File: src/rtl/freelist.sv
// Circular free list of physical registers feeding dual-slot rename.
// Commit-tracked head lets a flush rewind all speculative allocations.
module freelist #(
  parameter  int PREG_NUM = 64,
  parameter  int ARCH_NUM = 32,
  parameter  int DEPTH    = PREG_NUM - ARCH_NUM,
  localparam int PW       = $clog2(PREG_NUM),
  localparam int IW       = $clog2(DEPTH)
) (
  input  logic          clock,
  input  logic          reset,
  input  logic          instr0_freelist_req,
  output logic [PW-1:0] instr0_freelist_resp,
  input  logic          instr1_freelist_req,
  output logic [PW-1:0] instr1_freelist_resp,
  output logic          freelist_can_alloc,
  input  logic          free0_valid,
  input  logic [PW-1:0] free0_preg,
  input  logic          free1_valid,
  input  logic [PW-1:0] free1_preg,
  input  logic          commit0_alloc,
  input  logic          commit1_alloc,
  input  logic          flush,
  output logic [PW:0]   free_count
);

  typedef logic [IW:0] ptr_t;

  logic [PW-1:0] queue_q [DEPTH];
  ptr_t          head_q, head_d;
  ptr_t          tail_q, tail_d;
  ptr_t          chead_q, chead_d;
  ptr_t          count;
  logic [IW-1:0] hidx, hidx1;
  logic [IW-1:0] tidx0, tidx1;
  logic [1:0]    pop, push, cinc;

  // wrap bit makes tail - head distinguish full from empty
  assign count = tail_q - head_q;
  assign free_count = (PW+1)'(count);
  assign freelist_can_alloc = (count >= ptr_t'(2)) && !flush;

  assign hidx  = head_q[IW-1:0];
  assign hidx1 = hidx + IW'(1);
  assign tidx0 = tail_q[IW-1:0];
  assign tidx1 = tidx0 + IW'(free0_valid);

  assign instr0_freelist_resp = queue_q[hidx];
  assign instr1_freelist_resp = instr0_freelist_req ? queue_q[hidx1]
                                                    : queue_q[hidx];

  assign pop  = freelist_can_alloc
              ? {1'b0, instr0_freelist_req} + {1'b0, instr1_freelist_req}
              : 2'd0;
  assign push = {1'b0, free0_valid} + {1'b0, free1_valid};
  assign cinc = {1'b0, commit0_alloc} + {1'b0, commit1_alloc};

  assign chead_d = chead_q + ptr_t'(cinc);
  assign tail_d  = tail_q + ptr_t'(push);
  // flush drops same-cycle pops and rewinds to the committed point
  assign head_d  = flush ? chead_d : head_q + ptr_t'(pop);

  always_ff @(posedge clock) begin
    if (reset) begin
      for (int i = 0; i < DEPTH; i++) begin
        queue_q[i] <= PW'(ARCH_NUM + i);
      end
      head_q  <= '0;
      chead_q <= '0;
      tail_q  <= ptr_t'(DEPTH);
    end else begin
      if (free0_valid) queue_q[tidx0] <= free0_preg;
      if (free1_valid) queue_q[tidx1] <= free1_preg;
      head_q  <= head_d;
      chead_q <= chead_d;
      tail_q  <= tail_d;
    end
  end

endmodule
File: config.mk
export PLATFORM = sky130hd
export DESIGN_NAME = freelist
export DESIGN_NICKNAME = d
export VERILOG_FILES = /design/src/rtl/freelist.sv
export SDC_FILE = /design/constraint.sdc
export NUM_CORES = 1
export LEC_CHECK = 0
export CAP_MARGIN = 15
export CORE_MARGIN = 3
export CORE_UTILIZATION = 40
export DETAILED_ROUTE_END_ITERATION = 6
export PLACE_DENSITY = 0.65
export SYNTH_ARGS = -nofsm -noshare
export SYNTH_HDL_FRONTEND = slang
export SYNTH_SLANG_ARGS = --single-unit
export TNS_END_PERCENT = 50
File: constraint.sdc
create_clock -name clock -period 4.2 [get_ports clock]
set_input_delay 1.05 -clock clock [delete_from_list [all_inputs] [get_ports clock]]
set_output_delay 1.05 -clock clock [all_outputs]
set_load 0.01 [all_outputs]
# Word-level counts from Yosys, hierarchy flattened
# Memories as Yosys holds them, arrays and structs flattened. A register that Yosys moved wholly into a read port is not among the register bits.
# Cells that the tools add are included.
# Widths: inputs -> output; s select.
classes:
  n_addsub: 9
  n_lt_le_gt_ge: 1
  muxes: 18
  n_reduce_logical: 4
ops:
  columns: ["cell", "n"]
  rows:
  - ["$mux 6", 4]
  - ["$add 6x2->6", 3]
  - ["$mux 5", 3]
  - ["$reduce_or 6->1", 2]
  - ["$mux 1", 10]
  - ["$add 1x1->2", 3]
  - ["$ge 6x2->1 const B", 1]
  - ["$sub 6x6->6", 1]
  - ["$add 5x1->5", 1]
  - ["$add 5x1->5 const B", 1]
  - ["$mux 2", 1]
  - ["$logic_and 1x1->1", 1]
  - ["$logic_not 1->1", 1]
totals:
  reg_bits: 18
  mem_bits_rw: 192
  in_bits: 21
  out_inout_bits: 20
  wordCells: 36
  mem_count: 1
memory_table:
  columns: ["name", "depth", "word_bits", "read_ports", "rd_ports_with_merged_regs", "wr", "line_no", "source"]
  rows:
  - ["queue_q", 32, 6, 2, 1, 32, "29", "logic [PW-1:0] queue_q [DEPTH];"]

# Longest topological paths before layout
# Gate-level depths: netlist of the first run.
depth:
  word_depth: 7
  mapped_depth: 15
  depth_no_buf: 15

# Worst setup path after synthesis of the first run
# Ideal clock, no wire load.
synth_path:
  kind: "in2reg"
  startpoint: "input free0_valid"
  endpoint: "memory queue_q[20][0] in the netlist's numbering (enable)"
  arrival_time_ns: 2.892
  required_ns: 3.882
  path_slack_ns: 0.990
  path_stages: 8
  path_buffers: 3
  path_cell_list: "ha_1 ha_1 clkbuf_1 or3_1 buf_2 or3_4 buf_6 nand2_1"
synth_rtl:
  columns: ["item", "line_no", "source"]
  rows:
  - ["from (decl)", "17", "input logic free0_valid,"]
  - ["to (decl)", "29", null]

# Worst setup path in the final report of the first run
layout_path:
  startpoint: "register head_q[0]"
  endpoint: "output instr1_freelist_resp[0]"
layout_via:
  elab_chain_len: 3
layout_lines:
  columns: ["item", "line_no", "source"]
  rows:
  - ["from (decl)", "30", "ptr_t head_q, head_d;"]
  - ["from (signal assigned)", "68", "head_q <= '0;"]
  - ["from (signal assigned)", "74", "head_q <= head_d;"]
  - ["$add 5x1->5", "44", "assign hidx1 = hidx + IW'(1);"]
  - ["$mem_v2 32x6", null, null]
  - ["$mux 6", "49", "assign instr1_freelist_resp = instr0_freelist_req ? queue_q[hidx1]"]
  - ["to (decl)", "15", "output logic [PW-1:0] instr1_freelist_resp,"]
# No other way between the ends.

==> parameters.txt, run 1 <==
Parameter                              Value

STA
  Final Hold Vio Count    0
  Worst Setup Slack, final    -0.110 ns
  Worst relative slew slack    ~18%
  Slew Viols, Final    0
  Setup repair after global routing missed its margin    true
  Achievable frequency    about 0.23 GHz
  Clock Skew    ~0.017 ns
  Fraction of the cycle the final worst path needs    103%
  Slew @ Worst Pin    between 1 and 1.5 ns
  Final setup vio count    3
  Post-route minimum period    approximately 4.3 ns

Logic synthesis
  Post-synthesis sequential area ratio    43.9%
  Primary FF master, synth    sky130_fd_sc_hd__edfxtp_1
  Post-Synthesis Cell Area    ~14000 um2
  Post-synthesis async set-or-reset flop share    0%
  Distinct cell type count of the synthesized netlist    70
  Synthesized net count    between 1000 and 1500
  Gate count after technology mapping    1316
  Avg Inst Size Synth    about 11 um2
  Number of storage elements in the synthesis netlist    210
  YS warnings    0
  Number of flops mapped to enable cells by yosys    ~190

Placed design
  DP HPWL    roughly 35000 um
  Number of buffers added on ports    39
  Post-Place Setup Slack    about 0.03 ns
  Final RePlAce weighted congestion    1.01
  Instance count after placement with tap cells included    1787

CTS
  Hold-fix buffers, CTS    0
  Clock slew at reported path FFs    around 0.060 ns
  Longest Clk Path Bufs    3
  CTS H-Tree Depth    1
  Clock net sink count    between 200 and 250
  Root buffer selected by CTS    sky130_fd_sc_hd__clkbuf_16
  Clock tree from TritonCTS    built
  Clock insertion delay at the later pin of the skew report    around 0.54 ns
  TritonCTS Buffers    25

Layout
  Sequential standard cell area    slightly above 6000 um2
  Area of the multi-input gates    7320 um2
  Most common cell after layout, fill and taps aside    sky130_fd_sc_hd__edfxtp_1
  P&R area growth vs syn    17.1%
  Ant diodes    0
  Number of nets in the layout    between 1000 and 1500
  Commonest non-fill, non-tap cells in the layout    192 x sky130_fd_sc_hd__edfxtp_1, 183 x sky130_fd_sc_hd__mux2i_1, 147 x sky130_fd_sc_hd__nor2_1
  Post-route non-filler standard cell count    around 1900
  Final standard cell utilization of the core    approximately half
  Fraction of layout cells with a size suffix above 1    17.7%
  Fillers    ~3100

Min path
  Count of cells along the worst hold path    2
  Tightest Hold Check Type    flop to flop
  Hold path startpoint    chead_q[5]$_SDFF_PP0_
  Min-Delay Endpoint    chead_q[5]$_SDFF_PP0_

Global route
  Largest net degree at the start of global routing    roughly 40
  Number of global-route vias before repair    11000
  Number of antenna violations at the first check in global routing    0
  Combined global-route utilization of all metal layers    26.3%
  Global-route wire length before repair    roughly 72000 um
  Overall overflow remaining after global route    0

Pwr
  Switching power share of the total    30.7%
  Sequential share of power    roughly two fifths
  Design Power    about 6.3 mW
  Total net switching power    slightly below 2 mW
  Pint    between 4 and 5 mW
  Peak supply drop    ~0.23 mV
  Static Leakage    between 5 and 6 nW
  Pwr/cell area    just under 400 nW/um2
  Portion of total power attributed to the clock network    between 30% and 40%
  Fraction of power consumed by combinational cells    between 20% and 30%

Drt
  Number of search-and-repair iterations in the first detailed-routing pass    6
  Routed Wire Length    49200 um
  DR WL met3    ~5800 um
  Via count    11800
  M1 wire length    roughly 20000 um
  Post-route ant nets    0
  Detail-routed via count per cell    about 6.4
  DRC violation count after routing    0
  1st-iter DRT viols    between 1500 and 2000
  WL met2    around 22000 um
  Avg WL per Cell    26.6 um
  Top metal layer carrying routed signals    met4

Die
  Floorplan Core Area    34000 um2
  I/O pin count    41
  Row count    67
  Die W    about 190 um
  Initial cell density of the core    between 40% and 50%
  Die boundary height    193 um
  Total die area    37200 um2

Worst setup path
  Worst reg2reg path depth    16
  Worst Setup End Kind    output pin
  Buffers plus inverters on the worst setup path    2
  CP peak stage delay    approximately 0.53 ns
  Reg-to-reg slack, setup    approximately 0.9 ns
  Worst setup path class    flop to output pin
  Family of cells with the greatest summed delay on the critical path    multiplexers
  Worst R2R End    head_q[4]$_SDFF_PP0_
  Max stage delay cell, worst path    sky130_fd_sc_hd__mux4_2
  Worst EP required    3.15 ns
  Critical Path Fanout Max    7
  Critical path data arrival time    about 3.3 ns
  Worst r2r src    head_q[1]$_SDFF_PP0_
  Crit start category    flop
  Cell-by-cell listing of the critical path    ha_4 -> buf_6 -> mux4_2 -> mux2i_1 -> o22ai_1 -> a211o_1 -> clkdlybuf4s50_1

Flow run
  Maximum capacitance violations    0

Run status
  Outcome    complete, but fails checks
  Failing checks    setup timing
cells in the mapped netlist, drive strengths merged (14+ instances only):
library cell    n  area (um2)
a31oi          21         138
nor2          149         569
inv            33         124
mux4           54        1220
or3            19         124
nor3           51         260
clkbuf         49         184
buf            65         357
o21ai          28         144
o31ai          17         128
nand2         133         502
dfxtp          18         360
mux2i         198        1980
nand3b         14         105
a22oi          36         270
edfxtp        192        5770
a21oi          50         250
nand3          43         215
how the worst max path moves through the flow:
stage                         startpoint                  endpoint  slack [ns]  cells past startpoint
detailed placement   instr0_freelist_req   instr1_freelist_resp[1]        0.03                      6
CTS                 head_q[0]$_SDFF_PP0_   instr1_freelist_resp[3]       -0.14                      7
floorplan                    free0_valid  queue_q[20][0]$_DFFE_PP_        0.99                      8
global placement     instr0_freelist_req   instr1_freelist_resp[4]        0.03                      6
global route        head_q[0]$_SDFF_PP0_   instr1_freelist_resp[0]       -0.11                      7
finish              head_q[0]$_SDFF_PP0_   instr1_freelist_resp[0]       -0.11                      7
power by group through the flow:
stage	Sequential, mW	Combinational [mW]	Clock, mW
2_1_floorplan	2.41	0.992	0
3_3_place_gp	2.43	1.58	0
3_5_place_dp	2.43	1.60	0
4_1_cts	2.39	1.68	2.07
5_1_grt	2.40	1.89	2.16
6_report	2.40	1.81	2.07
metal layers:
| layer | up-vias | global-route usage [%] |
|---|---|---|
| met4 | 0 | 8.80 |
| met3 | 153 | 4.60 |
| li1 | 5079 | - |
| met5 | - | 0 |
| met1 | 5752 | 37.6 |
| met2 | 826 | 40.5 |
kinds of logic after synthesis:
group | count (synthesis) | share of synthesized area [%]
xor+xnor | 16 | 1.06
fa+ha+maj | 17 | 1.74
buf+inv | 147 | 4.76
compound gates | 210 | 10.2
other cells | 1 | 0.0269
simple gates | 459 | 15.1
mux | 256 | 23.2
flops | 210 | 43.9
tightest hold or removal path, cell delays in order (launching register included):
cell	delay [ns]
sky130_fd_sc_hd__dfxtp_1	0.32
sky130_fd_sc_hd__xnor2_1	0.12
sky130_fd_sc_hd__nor2_1	0.05
timing repair:
action	in CTS	in global routing
cloned	1	1
endpoints found under the setup margin	12	8
endpoints found under the hold margin	0	0
resized for setup	30	17
buffers inserted	1	15
pin swaps	2	3
cell type report:
cell class | instances | area share, %
clock inverters | 12 | 0.490
inverters | 33 | 0.758
repair buffers | 155 | 8.81
well taps | 448 | 3.43
clock buffers | 33 | 4.14
flip-flops and latches | 210 | 37.5
multi-input cells | 959 | 44.8
flip-flops by register name (all words and copies together), names as in the netlist:
signal,flops
queue_q,192
chead_q,6
head_q,6
tail_q,6
per-stage QoR:
stage / instance area, um2 / hold slack [ns] / TNS (ns)
2_1_floorplan: 14000 / 0.495 / 0
3_3_place_gp: 15200 / 0.527 / 0
3_5_place_dp: 15200 / 0.530 / 0
4_1_cts: 16100 / 0.545 / -0.416
5_1_grt: 16300 / 0.567 / -0.212
6_report: 16300 / 0.537 / -0.154
Note: power is estimated with default switching activity, not from simulation.
==> inputs of run 2 (changes only) <==
--- a/config.mk
+++ b/config.mk
@@ -9,7 +9,7 @@
 export CORE_MARGIN = 3
 export CORE_UTILIZATION = 40
 export DETAILED_ROUTE_END_ITERATION = 6
-export PLACE_DENSITY = 0.65
+export PLACE_DENSITY = 0.58
 export SYNTH_ARGS = -nofsm -noshare
 export SYNTH_HDL_FRONTEND = slang
 export SYNTH_SLANG_ARGS = --single-unit
==> run 2 against run 1 <==
The run now ends clean; critical path depth unchanged; count of clock-buffer cells in the layout increased by 2; flip-flop and latch count unchanged; sequential share of layout area decreased by 0.18 points; utilization increased by 0.23 points; fmax is 4.2% higher; combinational power about the same; cell count is 0.43% higher; critical endpoint is now instr1_freelist_resp[2].
==> parameters.txt, run 2 (same netlist as run 1, synthesis figures left out) <==
Parameter                              Value

CTS
  Clock tree from TritonCTS    built
  Clock insertion delay at the later pin of the skew report    around 0.55 ns
  TritonCTS Buffers    26
  Clock slew at reported path FFs    roughly 0.06 ns
  Hold-fix buffers, CTS    0
  Longest Clk Path Bufs    3
  Clock net sink count    210
  Root buffer selected by CTS    sky130_fd_sc_hd__clkbuf_16
  CTS H-Tree Depth    1

Global route
  Number of antenna violations at the first check in global routing    0
  Global-route wire length before repair    74600 um
  Largest net degree at the start of global routing    46
  Combined global-route utilization of all metal layers    27.4%
  Overall overflow remaining after global route    0
  Number of global-route vias before repair    ~11000

STA
  Post-route minimum period    approximately 4.1 ns
  Worst relative slew slack    between 30% and 40%
  Worst Setup Slack, final    roughly 0.064 ns
  Achievable frequency    approximately 0.24 GHz
  Fraction of the cycle the final worst path needs    a little over nine tenths
  Setup repair after global routing missed its margin    true
  Final setup vio count    0
  Slew @ Worst Pin    between 1 and 1.5 ns
  Final Hold Vio Count    0
  Clock Skew    slightly below 0.009 ns
  Slew Viols, Final    0

Layout
  P&R area growth vs syn    17.6%
  Commonest non-fill, non-tap cells in the layout    192 x sky130_fd_sc_hd__edfxtp_1, 189 x sky130_fd_sc_hd__mux2i_1, 147 x sky130_fd_sc_hd__nor2_1
  Most flops, register    queue_q
  Number of nets in the layout    approximately 1400
  Max FFs per register    between 150 and 200
  Fraction of layout cells with a size suffix above 1    approximately 18%
  Fillers    just over 3000
  Most common cell after layout, fill and taps aside    sky130_fd_sc_hd__edfxtp_1
  Ant diodes    0

Worst setup path
  Reg-to-reg slack, setup    ~0.89 ns
  Cell-by-cell listing of the critical path    ha_4 -> buf_4 -> mux4_2 -> mux2i_2 -> o22ai_1 -> a211o_1 -> dlygate4sd2_1
  Worst r2r src    head_q[0]$_SDFF_PP0_
  Worst Setup End Kind    output pin
  CP peak stage delay    0.53 ns
  Crit start category    flop
  End point of the critical path    instr1_freelist_resp[2]
  Buffers plus inverters on the worst setup path    2
  Worst R2R End    head_q[4]$_SDFF_PP0_
  Family of cells with the greatest summed delay on the critical path    multiplexers
  Max stage delay cell, worst path    sky130_fd_sc_hd__mux4_2
  Worst setup path class    flop to output pin
  Number of stages on the worst setup path    7
  Critical Path Fanout Max    6
  Worst Setup SP    head_q[0]$_SDFF_PP0_
  Worst EP required    3.15 ns
  Worst reg2reg path depth    16
  Critical path data arrival time    between 3 and 4 ns

Pwr
  Pwr/cell area    approximately 400 nW/um2
  Design Power    around 6.4 mW
  Peak supply drop    about 0.32 mV
  Static Leakage    5.80 nW

Min path
  Hold path startpoint    chead_q[5]$_SDFF_PP0_
  Tightest Hold Check Type    flop to flop

Drt
  Avg WL per Cell    between 20 and 30 um
  Post-route ant nets    0
  Detail-routed via count per cell    6.31
  1st-iter DRT viols    1538
  Via count    ~12000
  Routed Wire Length    about 50000 um
  Number of search-and-repair iterations in the first detailed-routing pass    6
  DRC violation count after routing    0

Die
  I/O pin count    just over 40
  Floorplan Core Area    34000 um2
  Initial cell density of the core    41.1%
  Total die area    37200 um2
  Die boundary height    about 190 um
  Row count    67
  Die W    slightly below 200 um

Placed design
  Final RePlAce weighted congestion    about 0.93
  Post-Place Setup Slack    -0.0288 ns
  Number of buffers added on ports    39
  DP HPWL    35800 um

Run status
  Outcome    finished, final reports clean

Flow run
  Maximum capacitance violations    0
[run 2: cell types whose count changed in the layout (fill, tap and decap cells not counted), sizes merged]
cell          delta
inv              -1
dlygate4sd2      +2
buf              +6
dlymetal6s2s     -2
bufinv           +1
clkbuf           +2
[run 2: cell type report]
class,count,area (um2),share of cell area [%]
clock buffer,35,716,4.36
clock inverter,12,106,0.648
inverter,33,124,0.755
multi-input combinational,959,7270,44.3
sequential,210,6130,37.4
tap,448,561,3.41
timing repair buffer,161,1510,9.17
[run 2: worst min path at each step]
stage / to / slack (ns) / cells after the start
2_1_floorplan: chead_q[4]$_SDFF_PP0_ / 0.50 / 2
3_3_place_gp: chead_q[5]$_SDFF_PP0_ / 0.52 / 2
3_5_place_dp: chead_q[5]$_SDFF_PP0_ / 0.52 / 2
4_1_cts: chead_q[5]$_SDFF_PP0_ / 0.54 / 2
5_1_grt: chead_q[5]$_SDFF_PP0_ / 0.57 / 2
6_report: chead_q[5]$_SDFF_PP0_ / 0.53 / 2
[run 2: timing repair]
action,in CTS,in global routing
cloned,1,1
pin swaps,1,2
resized for setup,23,12
buffers inserted,2,6
setup endpoints to repair,7,2
[run 2: power by group]
part | internal [mW] | total [mW] | switching (mW) | leakage, nW
clock network | 1.31 | 2.22 | 0.915 | 0.409
logic | 0.801 | 1.80 | 0.997 | 3.65
registers | 2.35 | 2.40 | 0.0541 | 1.74
[run 2: metal layers]
metal	GRT usage (%)	wire length, um
met5	0	0
met4	11.9	2700
met3	4.63	5100
met2	41.9	22500
met1	38.5	21000
[run 2: worst min-delay path: stages (launching register included)]
cell	delay, ns
sky130_fd_sc_hd__dfxtp_1	0.32
sky130_fd_sc_hd__xnor2_1	0.11
sky130_fd_sc_hd__nor2_1	0.05
[run 2: stage by stage]
step                utilization [%]  instances  hold WS, ns  instance area (um2)  setup TNS [ns]
detailed placement             45.2       1801        0.525                15300         -0.0394
floorplan                         -       1316        0.495                14000               0
CTS                            48.0       1851        0.540                16300          -0.115
global placement               45.2       1801        0.521                15300               0
finish                         48.3       1858        0.531                16400               0
global route                   48.3       1858        0.575                16400        -0.00781
